<file path="src/rtl/instr_fetch_decode.sv">
// Fetch/decode stage of the CtrlPIM controller: sequences program start, fetches
// 16-bit instructions, decodes the opcode one-hot and emits start/advance pulses.
module instr_fetch_decode #(
    parameter int ADDR_W = 8,
    parameter int OPND_W = 12
) (
    input  logic              clk,
    input  logic              rst_n,
    input  logic              start,
    input  logic [ADDR_W-1:0] pc_addr,
    output logic              imem_req,
    output logic [ADDR_W-1:0] imem_addr,
    input  logic [15:0]       imem_rdata,
    input  logic              imem_valid,
    input  logic              exec_done,
    output logic [15:0]       D,
    output logic [OPND_W-1:0] operand,
    output logic              start_load,
    output logic              next_instr,
    output logic              busy,
    output logic              halted,
    output logic [15:0]       instr_count
);

    typedef enum logic [2:0] {
        S_IDLE,
        S_LOAD,
        S_FETCH,
        S_EXEC,
        S_ADV,
        S_HALTED
    } state_t;

    state_t            state_reg, state_next;
    logic [15:0]       ir_reg, ir_next;
    logic [ADDR_W-1:0] addr_reg, addr_next;
    logic [15:0]       instr_count_reg, instr_count_next;

    logic [3:0]  opcode;
    logic        is_halt;
    logic        is_ctrl;
    logic [15:0] count_inc;

    assign opcode    = ir_reg[15:12];
    assign is_halt   = (opcode == 4'hF);
    // Opcodes 8..13 are resolved by the address select during the single EXEC cycle.
    assign is_ctrl   = (opcode >= 4'd8) && (opcode <= 4'd13);
    assign count_inc = (instr_count_reg == 16'hFFFF) ? instr_count_reg
                                                     : instr_count_reg + 16'd1;

    always_ff @(posedge clk or negedge rst_n) begin
        if (!rst_n) begin
            state_reg       <= S_IDLE;
            ir_reg          <= '0;
            addr_reg        <= '0;
            instr_count_reg <= '0;
        end else begin
            state_reg       <= state_next;
            ir_reg          <= ir_next;
            addr_reg        <= addr_next;
            instr_count_reg <= instr_count_next;
        end
    end

    always_comb begin
        state_next       = state_reg;
        ir_next          = ir_reg;
        addr_next        = addr_reg;
        instr_count_next = instr_count_reg;
        case (state_reg)
            S_IDLE: begin
                if (start) state_next = S_LOAD;
            end
            S_LOAD: begin
                instr_count_next = '0;
                state_next       = S_FETCH;
            end
            S_FETCH: begin
                if (imem_valid) begin
                    ir_next    = imem_rdata;
                    state_next = S_EXEC;
                end
            end
            S_EXEC: begin
                if (is_halt) begin
                    state_next = S_HALTED;
                end else if (is_ctrl) begin
                    instr_count_next = count_inc;
                    state_next       = S_FETCH;
                end else if (exec_done) begin
                    state_next = S_ADV;
                end
            end
            S_ADV: begin
                instr_count_next = count_inc;
                state_next       = S_FETCH;
            end
            S_HALTED: begin
                if (start) state_next = S_LOAD;
            end
            default: state_next = S_IDLE;
        endcase
        // Freeze the fetch address for the whole request by sampling only on FETCH entry.
        if ((state_next == S_FETCH) && (state_reg != S_FETCH)) begin
            addr_next = pc_addr;
        end
    end

    generate
        for (genvar gi = 0; gi < 16; gi++) begin : g_decode
            assign D[gi] = (state_reg == S_EXEC) && (opcode == 4'(gi));
        end
    endgenerate

    assign imem_req    = (state_reg == S_FETCH);
    assign imem_addr   = addr_reg;
    assign operand     = ir_reg[OPND_W-1:0];
    assign start_load  = (state_reg == S_LOAD);
    assign next_instr  = (state_reg == S_ADV);
    assign busy        = (state_reg != S_IDLE) && (state_reg != S_HALTED);
    assign halted      = (state_reg == S_HALTED);
    assign instr_count = instr_count_reg;

endmodule

</file>
<file path="config.mk">
export PLATFORM = sky130hd
export DESIGN_NAME = instr_fetch_decode
export DESIGN_NICKNAME = d
export VERILOG_FILES = /design/src/rtl/instr_fetch_decode.sv
export SDC_FILE = /design/constraint.sdc
export NUM_CORES = 1
export LEC_CHECK = 0
export CORE_ASPECT_RATIO = 1.1
export CORE_MARGIN = 2
export CORE_UTILIZATION = 30
export DETAILED_ROUTE_END_ITERATION = 10
export PLACE_DENSITY_LB_ADDON = 0.2
export SLEW_MARGIN = 10
export SYNTH_ARGS = -nofsm -noshare
export SYNTH_HDL_FRONTEND = slang
export SYNTH_SLANG_ARGS = --single-unit
</file>
<file path="constraint.sdc">
create_clock -name clk -period 5.95 [get_ports clk]
set_clock_uncertainty 0.2 [all_clocks]
set_input_delay 0.595 -clock clk [delete_from_list [all_inputs] [get_ports clk]]
set_output_delay 0.595 -clock clk [all_outputs]
set_load 0.01 [all_outputs]
</file>
==> flow_results.org, run 1 <==
** Clock tree
- At the later pin of the worst-skew pair, clock insertion delay measures roughly 0.30 ns.
- Clock tree from TritonCTS :: built
- Cells resized by post-CTS repair :: 0
- Post-CTS repair timing setup buffer count :: 0
- The H-tree generated during clock tree synthesis spans 2 levels.
- Clock buffers created by TritonCTS :: 5
- Root buffer selected by CTS :: sky130_fd_sc_hd__clkbuf_8
- Clock-pin slew on the worst setup and hold paths :: 0.08 ns
- CTS max path bufs :: 2
- The clock net in this run drives a total of between 40 and 50 sinks.
- Buffers inserted to repair hold after CTS numbered 0.

** Job
- Max Cap Viol :: 0

** Worst setup path
- Buffers & Inverters on Critical Path :: 2
- In this run the critical register-to-register path is launched from state_reg[2]$_DFF_PN0_.
- Walking the worst path, the cells encountered are nand2b_1 > or2_2 > inv_1 > clkdlybuf4s50_1.
- Element type at the critical path end :: output pin
- Setup slack on the worst flop-to-flop path :: between 3 and 4 ns
- In this design, the largest share of critical-path delay is due to buffers and inverters.
- STA classifies the critical path startpoint as a flip-flop.
- Crit Path Category :: flip-flop to output pin
- Data on the critical path is required at its endpoint by approximately 5.2 ns.
- At the worst endpoint, the arrival time is 2.23 ns.
- Counting cells, the worst reg-to-reg path comes to 5.
- Worst reg2reg endpoint :: instr_count[7]$_DFFE_PN0P_
- Delay of the slowest cell on the worst path :: just over 0.6 ns
- In this run the worst path has a maximum fanout of 11.
- Among all stages on the critical path, the largest delay is contributed by sky130_fd_sc_hd__clkdlybuf4s50_1.

** Power
- Leakage power figure :: 1.27 nW
- Power spread over the standard cell area amounts to between 300 and 400 nW/um2.
- Summing internal, switching and leakage power gives 1.29 mW.
- Largest vdd supply drop :: 0.135 mV

** Placed design
- Routability-driven placement congestion ratio :: 0.741
- Place WS :: ~2.8 ns
- Final HPWL DP :: just over 4 mm
- Buffers placed on the I/O ports in this run total 85.

** STA
- Final Hold Slack :: between 0.2 and 0.3 ns
- Setup repair after global routing left no endpoint under its margin.
- The worst pin sits at a relative slew slack of approximately 32%.
- Hold Violations, Final :: 0
- The total count of max-transition violations in the final report is 0.
- After layout, the minimum clock period comes to 3.03 ns.
- Smallest setup slack after layout :: ~2.9 ns
- TNS Setup :: 0 ns
- Part of the cycle the worst path needs :: between 50% and 60%
- For this run, the top clock speed supported by timing is ~330 MHz.
- For the pin with the worst max-slew slack, the measured transition is 1.02 ns.
- Setup violations remaining at the end of the flow were counted as 0.

** Finish
- The top cell types in the final layout, fill and taps aside, are sky130_fd_sc_hd__clkdlybuf4s50_1 (84), sky130_fd_sc_hd__dfrtp_1 (43), sky130_fd_sc_hd__nand2_1 (31).
- Final net count :: 340
- Leaving out fill and tap cells, the most frequent cell in the layout is sky130_fd_sc_hd__clkdlybuf4s50_1.
- Area overhead of the layout relative to synthesis :: 39.0%
- Final antenna diode count :: 0
- Layout cell share with drive strength beyond 1 :: 10.6%

** Status
- Result of the run :: completed

** Route
- Once detail routing completed, the nets flagged for antenna violations numbered 0.
- Dividing the detail-routed wire length by the instance count gives 14.3 um.
- For this run, the detailed router's first-pass iteration total came to 4.
- Routed wire length :: between 5 and 6 mm
- DRC marker count from the first detailed-route iteration :: between 60 and 70
- Via count of the routed design :: ~2100
- DRC violations left :: 0
- After detailed routing, the number of vias per cell comes to 5.00.

** Logic synthesis
- Cell Area, Synth :: 2330 um2
- Yosys printed 0 warnings.
- After synthesis, the mean cell area works out to between 9 and 10 um2.
- Synthesis produced a netlist with a net count of 273.
- In the synthesized netlist the dominant register cell turns out to be sky130_fd_sc_hd__dfrtp_1.
- In the synthesized netlist, the number of instances is approximately 240.
- Sequential elements use between 40% and 50% of the synthesized area.
- In this run the biggest area consumer among cell types represents 46.2% of the synthesized area.
- Counting flops with an async set or reset pin after synthesis yields a share of 100%.
- Flip-flop and latch count after synthesis :: 43
- Count of unique library cells instantiated by Yosys :: 44
- After synthesis, the cell types taking the most area are sky130_fd_sc_hd__dfrtp_1 (46%), sky130_fd_sc_hd__mux2_2 (8.7%), sky130_fd_sc_hd__nand2_1 (5.0%).
- EDFF count, synth :: 0
- Biggest area consumer among synthesized cells :: sky130_fd_sc_hd__dfrtp_1

** Floorplanning
- Area of the core region :: roughly 7500 um2
- Number of standard-cell rows in the floorplan :: 33
- between 80 and 90 I/O pins were placed.
- Die width :: 88.0 um
- Initial core utilization :: 31.0%
- The die covers ~8500 um2.
- Die Ht :: between 90 and 100 um

** Global routing
- Wire length of the first global-routing pass :: between 9 and 10 mm
- Pin count of the biggest net entering global routing :: between 40 and 50
- Via count of the first global-routing pass :: 1934
- Aggregate global-route resource usage :: 14.1%
- Initial antenna violation count :: 0
- Summed over all layers, the global routing overflow is 0.

** Worst hold path
- Type of the tightest min-delay check :: primary input to asynchronous set/reset pin
-- power breakdown --
group / leakage (nW) / internal [mW] / switching (mW)
registers: 0.547 / 0.391 / 0.102
logic: 0.683 / 0.323 / 0.288
clock network: 0.0402 / 0.0818 / 0.108
-- cell type report --
cell class	instances	area, um2
clock buffer	5	68.8
clock inverter	3	20.0
fill	774	4280
inverter	2	7.51
multi-input combinational	173	1090
sequential	43	1080
tap	105	131
timing repair buffer	85	846
-- per-layer routing --
metal  GRT usage, %  share of wire, %
met5              0                 0
met4           4.67               1.3
met3           2.97               7.4
met2           22.7                45
met1           19.0                46
-- synthesized netlist by cell type (2+ instances only) --
master / n
sky130_fd_sc_hd__a31oi_1: 3
sky130_fd_sc_hd__or2_2: 3
sky130_fd_sc_hd__or4_1: 7
sky130_fd_sc_hd__inv_1: 2
sky130_fd_sc_hd__nand3b_1: 2
sky130_fd_sc_hd__and3_1: 3
sky130_fd_sc_hd__o31ai_1: 10
sky130_fd_sc_hd__mux2_2: 18
sky130_fd_sc_hd__buf_6: 2
sky130_fd_sc_hd__buf_4: 13
sky130_fd_sc_hd__nand2_1: 31
sky130_fd_sc_hd__or3_1: 4
sky130_fd_sc_hd__nand2b_1: 5
sky130_fd_sc_hd__clkbuf_1: 6
sky130_fd_sc_hd__nor2_1: 19
sky130_fd_sc_hd__nand3_1: 8
sky130_fd_sc_hd__a21oi_1: 10
sky130_fd_sc_hd__o21ai_0: 9
sky130_fd_sc_hd__buf_2: 4
sky130_fd_sc_hd__nor3_1: 8
sky130_fd_sc_hd__a211oi_1: 3
sky130_fd_sc_hd__dfrtp_1: 43
sky130_fd_sc_hd__nand4b_1: 3
sky130_fd_sc_hd__nor3b_1: 3
sky130_fd_sc_hd__and3b_1: 2
sky130_fd_sc_hd__nand4_1: 4
-- stage by stage --
step	cells	util, %	area (um2)
2_1_floorplan	243	-	2330
3_3_place_gp	408	41.9	3150
3_5_place_dp	408	41.9	3150
4_1_cts	416	43.1	3240
5_1_grt	416	43.1	3240
6_report	416	43.1	3240
-- worst max-delay path by stage --
stage / slack (ns) / cells past startpoint / from / to
floorplan: 3.56 / 6 / state_reg[1]$_DFF_PN0_ / instr_count[0]$_DFFE_PN0P_
global placement: 2.88 / 6 / start / instr_count[0]$_DFFE_PN0P_
detailed placement: 2.77 / 6 / start / instr_count[15]$_DFFE_PN0P_
CTS: 2.89 / 4 / state_reg[2]$_DFF_PN0_ / start_load
global route: 2.76 / 5 / state_reg[2]$_DFF_PN0_ / instr_count[1]$_DFFE_PN0P_
finish: 2.92 / 4 / state_reg[2]$_DFF_PN0_ / start_load
-- cell families after synthesis --
family | after synthesis | synth area share, %
fa+ha+maj | 1 | 0.537
buf+inv | 27 | 7.30
simple gates | 108 | 24.1
flops | 43 | 46.2
xor+xnor | 1 | 0.376
mux | 19 | 9.12
compound gates | 44 | 12.4
Note: power is estimated with default switching activity, not from simulation.
==> run 2, diff against run 1 <==
==> constraint.sdc (replaced) <==
create_clock -name clk -period 3.14 [get_ports clk]
set_clock_uncertainty 0.2 [all_clocks]
set_input_delay 0.314 -clock clk [delete_from_list [all_inputs] [get_ports clk]]
set_output_delay 0.314 -clock clk [all_outputs]
set_load 0.01 [all_outputs]
==> run 2 against run 1 <==
The run now ends with negative hold slack left. Setup slack worse by 2.5 ns. Clock power up 140%. Power up 100%. Hold slack worse by 0.29 ns. First-iteration DRC count down 16%. Critical path type unchanged. Highest routed layer unchanged. Register-to-register slack worse by 2.5 ns. Count of clock-buffer cells in the layout up 1. Critical endpoint is now D[0]. Flip-flop and latch count unchanged.
==> flow_results.org, run 2 (synthesis results as in run 1) <==
** Status
- The flow ran to the end, but the final reports show violations.
- Violated checks :: negative hold slack

** Power
- In this run, the combinational gates consume about 46% of the power.
- Power spread over the standard cell area amounts to 784 nW/um2.
- Summed over all cells, the static leakage comes to about 1.3 nW.
- Sw Ratio :: 36.7%
- For this design the total switching power over the nets is between 0.9 and 1 mW.
- Sequential fraction of design power :: a little over a third
- In this run, the clock network consumes roughly 18% of the power.
- Internal cell power :: around 1.6 mW
- Overall Power :: roughly 2.6 mW
- Largest vdd supply drop :: about 0.26 mV

** Floorplanning
- The die covers approximately 8500 um2.
- Measured along the y axis, the die boundary spans about 96 um.
- Initial core utilization :: a little under a third
- From left edge to right edge, the die measures 88.0 um.
- The floorplan step defined a core boundary enclosing 7510 um2.
- In this run the core area contains 33 standard-cell rows.
- I/O pin count :: 86

** Clock tree
- TritonCTS built the clock tree.
- The clock reaches the later pin of the worst-skew pair after approximately 0.30 ns.
- CTS saw 43 sinks.
- Hold repair after CTS inserted 0 buffers.
- Counting the buffers created by CTS gives 5.
- Counting along the longest clock path gives a buffer depth of 2.
- Number of H-tree levels :: 2
- Post-CTS repair timing setup buffer count :: 0
- Post-CTS repair changed the size of 0 cells.
- After clock tree synthesis, the clock-pin slew on the worst setup and hold paths is around 0.090 ns.
- The tree is rooted in a sky130_fd_sc_hd__clkbuf_8.

** Worst setup path
- The most critical setup path has its startpoint at state_reg[2]$_DFF_PN0_.
- Crit Path Category :: flip-flop to output pin
- The worst register-to-register path has a depth of 5.
- STA classifies the critical path endpoint as an output pin.
- Following the worst setup path forward leads to its endpoint at D[0].
- CP max FO :: 11
- Setup slack on the worst flop-to-flop path :: a little under 0.6 ns
- Worst reg2reg endpoint :: instr_count[4]$_DFFE_PN0P_
- At the worst endpoint, the arrival time is between 2 and 2.5 ns.
- The worst setup path is launched from a flip-flop.
- Worst R2R Start :: state_reg[1]$_DFF_PN0_
- Required time worst endpoint :: about 2.6 ns

** Placed design
- Final HPWL DP :: between 4 and 5 mm
- Routability-driven placement congestion ratio :: a little under 0.8
- After detailed placement, the design holds a cell count of 413.
- During placement, the flow inserted port buffers numbering 85.
- Place WS :: just over 0.5 ns

** STA
- Final Hold Slack :: -0.0238 ns
- Timing would allow up to ~370 MHz.
- Transition time at the pin with the least slew margin :: about 1 ns
- Relative slew margins :: ~33%
- The count of final hold-check violations is 19.
- TNS Setup :: 0 ns
- The routed design could run at a clock period as short as ~2.7 ns.
- RSZ-0062 raised after global routing :: false
- Number of setup violations in the final report :: 0
- Part of the cycle the worst path needs :: around 86%
- Max-slew violation count :: 0
- Smallest setup slack after layout :: about 0.45 ns

** Route
- Routed wire length per instance :: between 10 and 15 um
- Wires add up to about 5.9 mm.
- Number of vias per cell :: approximately 5
- DRC marker count from the first detailed-route iteration :: 56
- Via count of the routed design :: slightly above 2000
- The first detailed-routing pass ran for 4 iterations.
- Once detail routing completed, the nets flagged for antenna violations numbered 0.
- In the routed design, unresolved DRC markers number 0.

** Finish
- For this run, the number of standard cells in the final layout without fillers is ~420.
- Final antenna diode count :: 0
- From synthesis to final layout, the design area changed by 41.8%.
- Most common library cell in the layout ignoring fill and taps :: sky130_fd_sc_hd__clkdlybuf4s50_1
- In the layout the commonest cells are sky130_fd_sc_hd__clkdlybuf4s50_1 (84), sky130_fd_sc_hd__dfrtp_1 (43), sky130_fd_sc_hd__nand2_1 (31).
- After the last flow step, the layout net total stands at 345.
- In the final layout, the share of cells above drive strength 1 is 12.0%.

** Global routing
- Global routing used between 10% and 20% of the available tracks across all layers.
- The via count of the first global-routing pass was 2030.
- Entering global routing, the biggest net connects between 40 and 50 pins.
- Remaining Overflow, GRT :: 0
- The number of antenna violations at the first check in global routing came to 0.
- Wire length of the first global-routing pass :: 9.49 mm

** Worst hold path
- Type of the tightest min-delay check :: primary input to asynchronous set/reset pin

** Job
- The tool flagged a number of max-cap violations equal to 0.
run 2: cell types whose count changed in the layout (fill, tap and decap cells not counted):
| cell | delta |
|---|---|
| sky130_fd_sc_hd__buf_4 | +5 |
| sky130_fd_sc_hd__bufinv_16 | +1 |
| sky130_fd_sc_hd__clkbuf_8 | +1 |
| sky130_fd_sc_hd__clkinvlp_4 | -2 |
run 2: power groups by stage:
stage / sequential (mW) / clock, mW / combinational [mW]
finish: 0.931 / 0.459 / 1.20
global route: 0.966 / 0.494 / 1.33
CTS: 0.934 / 0.472 / 1.22
detailed placement: 0.946 / 0 / 1.22
global placement: 0.939 / 0 / 1.21
floorplan: 0.882 / 0 / 0.839
run 2: worst min-delay path by stage:
stage                              from                  endpoint  slack [ns]  cells past startpoint
6_report                          rst_n     ir_reg[0]$_DFFE_PN0P_       -0.02                      1
5_1_grt                           rst_n     ir_reg[0]$_DFFE_PN0P_        0.07                      1
4_1_cts                           rst_n     ir_reg[0]$_DFFE_PN0P_        0.02                      1
3_5_place_dp   imem_addr[7]$_DFFE_PN0P_  imem_addr[7]$_DFFE_PN0P_        0.27                      2
3_3_place_gp   imem_addr[4]$_DFFE_PN0P_  imem_addr[4]$_DFFE_PN0P_        0.27                      2
2_1_floorplan                     rst_n  imem_addr[0]$_DFFE_PN0P_       -0.18                      0
run 2: worst max-delay path, stage by stage, from the launching register on:
cell	delay (ns)
sky130_fd_sc_hd__dfrtp_1	0.50
sky130_fd_sc_hd__nand3b_1	0.26
sky130_fd_sc_hd__or3_1	0.40
sky130_fd_sc_hd__nor3_1	0.15
sky130_fd_sc_hd__clkdlybuf4s50_1	0.56
run 2: through the flow:
stage	utilization (%)	instance area (um2)
floorplan	-	2330
global placement	42.4	3190
detailed placement	42.4	3190
CTS	44.0	3310
global route	44.0	3310
finish	44.0	3310
run 2: cell type report:
class,instances,area (um2)
clock buffer,6,82.6
multi-input combinational,173,1090
clock inverter,2,35.0
timing repair buffer,90,883
fill,763,4210
inverter,2,7.51
tap,105,131
sequential,43,1080
run 2: metal layers:
layer | vias up | routed length, um | track usage [%]
li1 | 1005 | - | -
met1 | 980 | 2790 | 19.3
met2 | 88 | 2660 | 22.4
met3 | 6 | 444 | 2.63
met4 | 0 | 53 | 4.92
met5 | - | 0 | 0
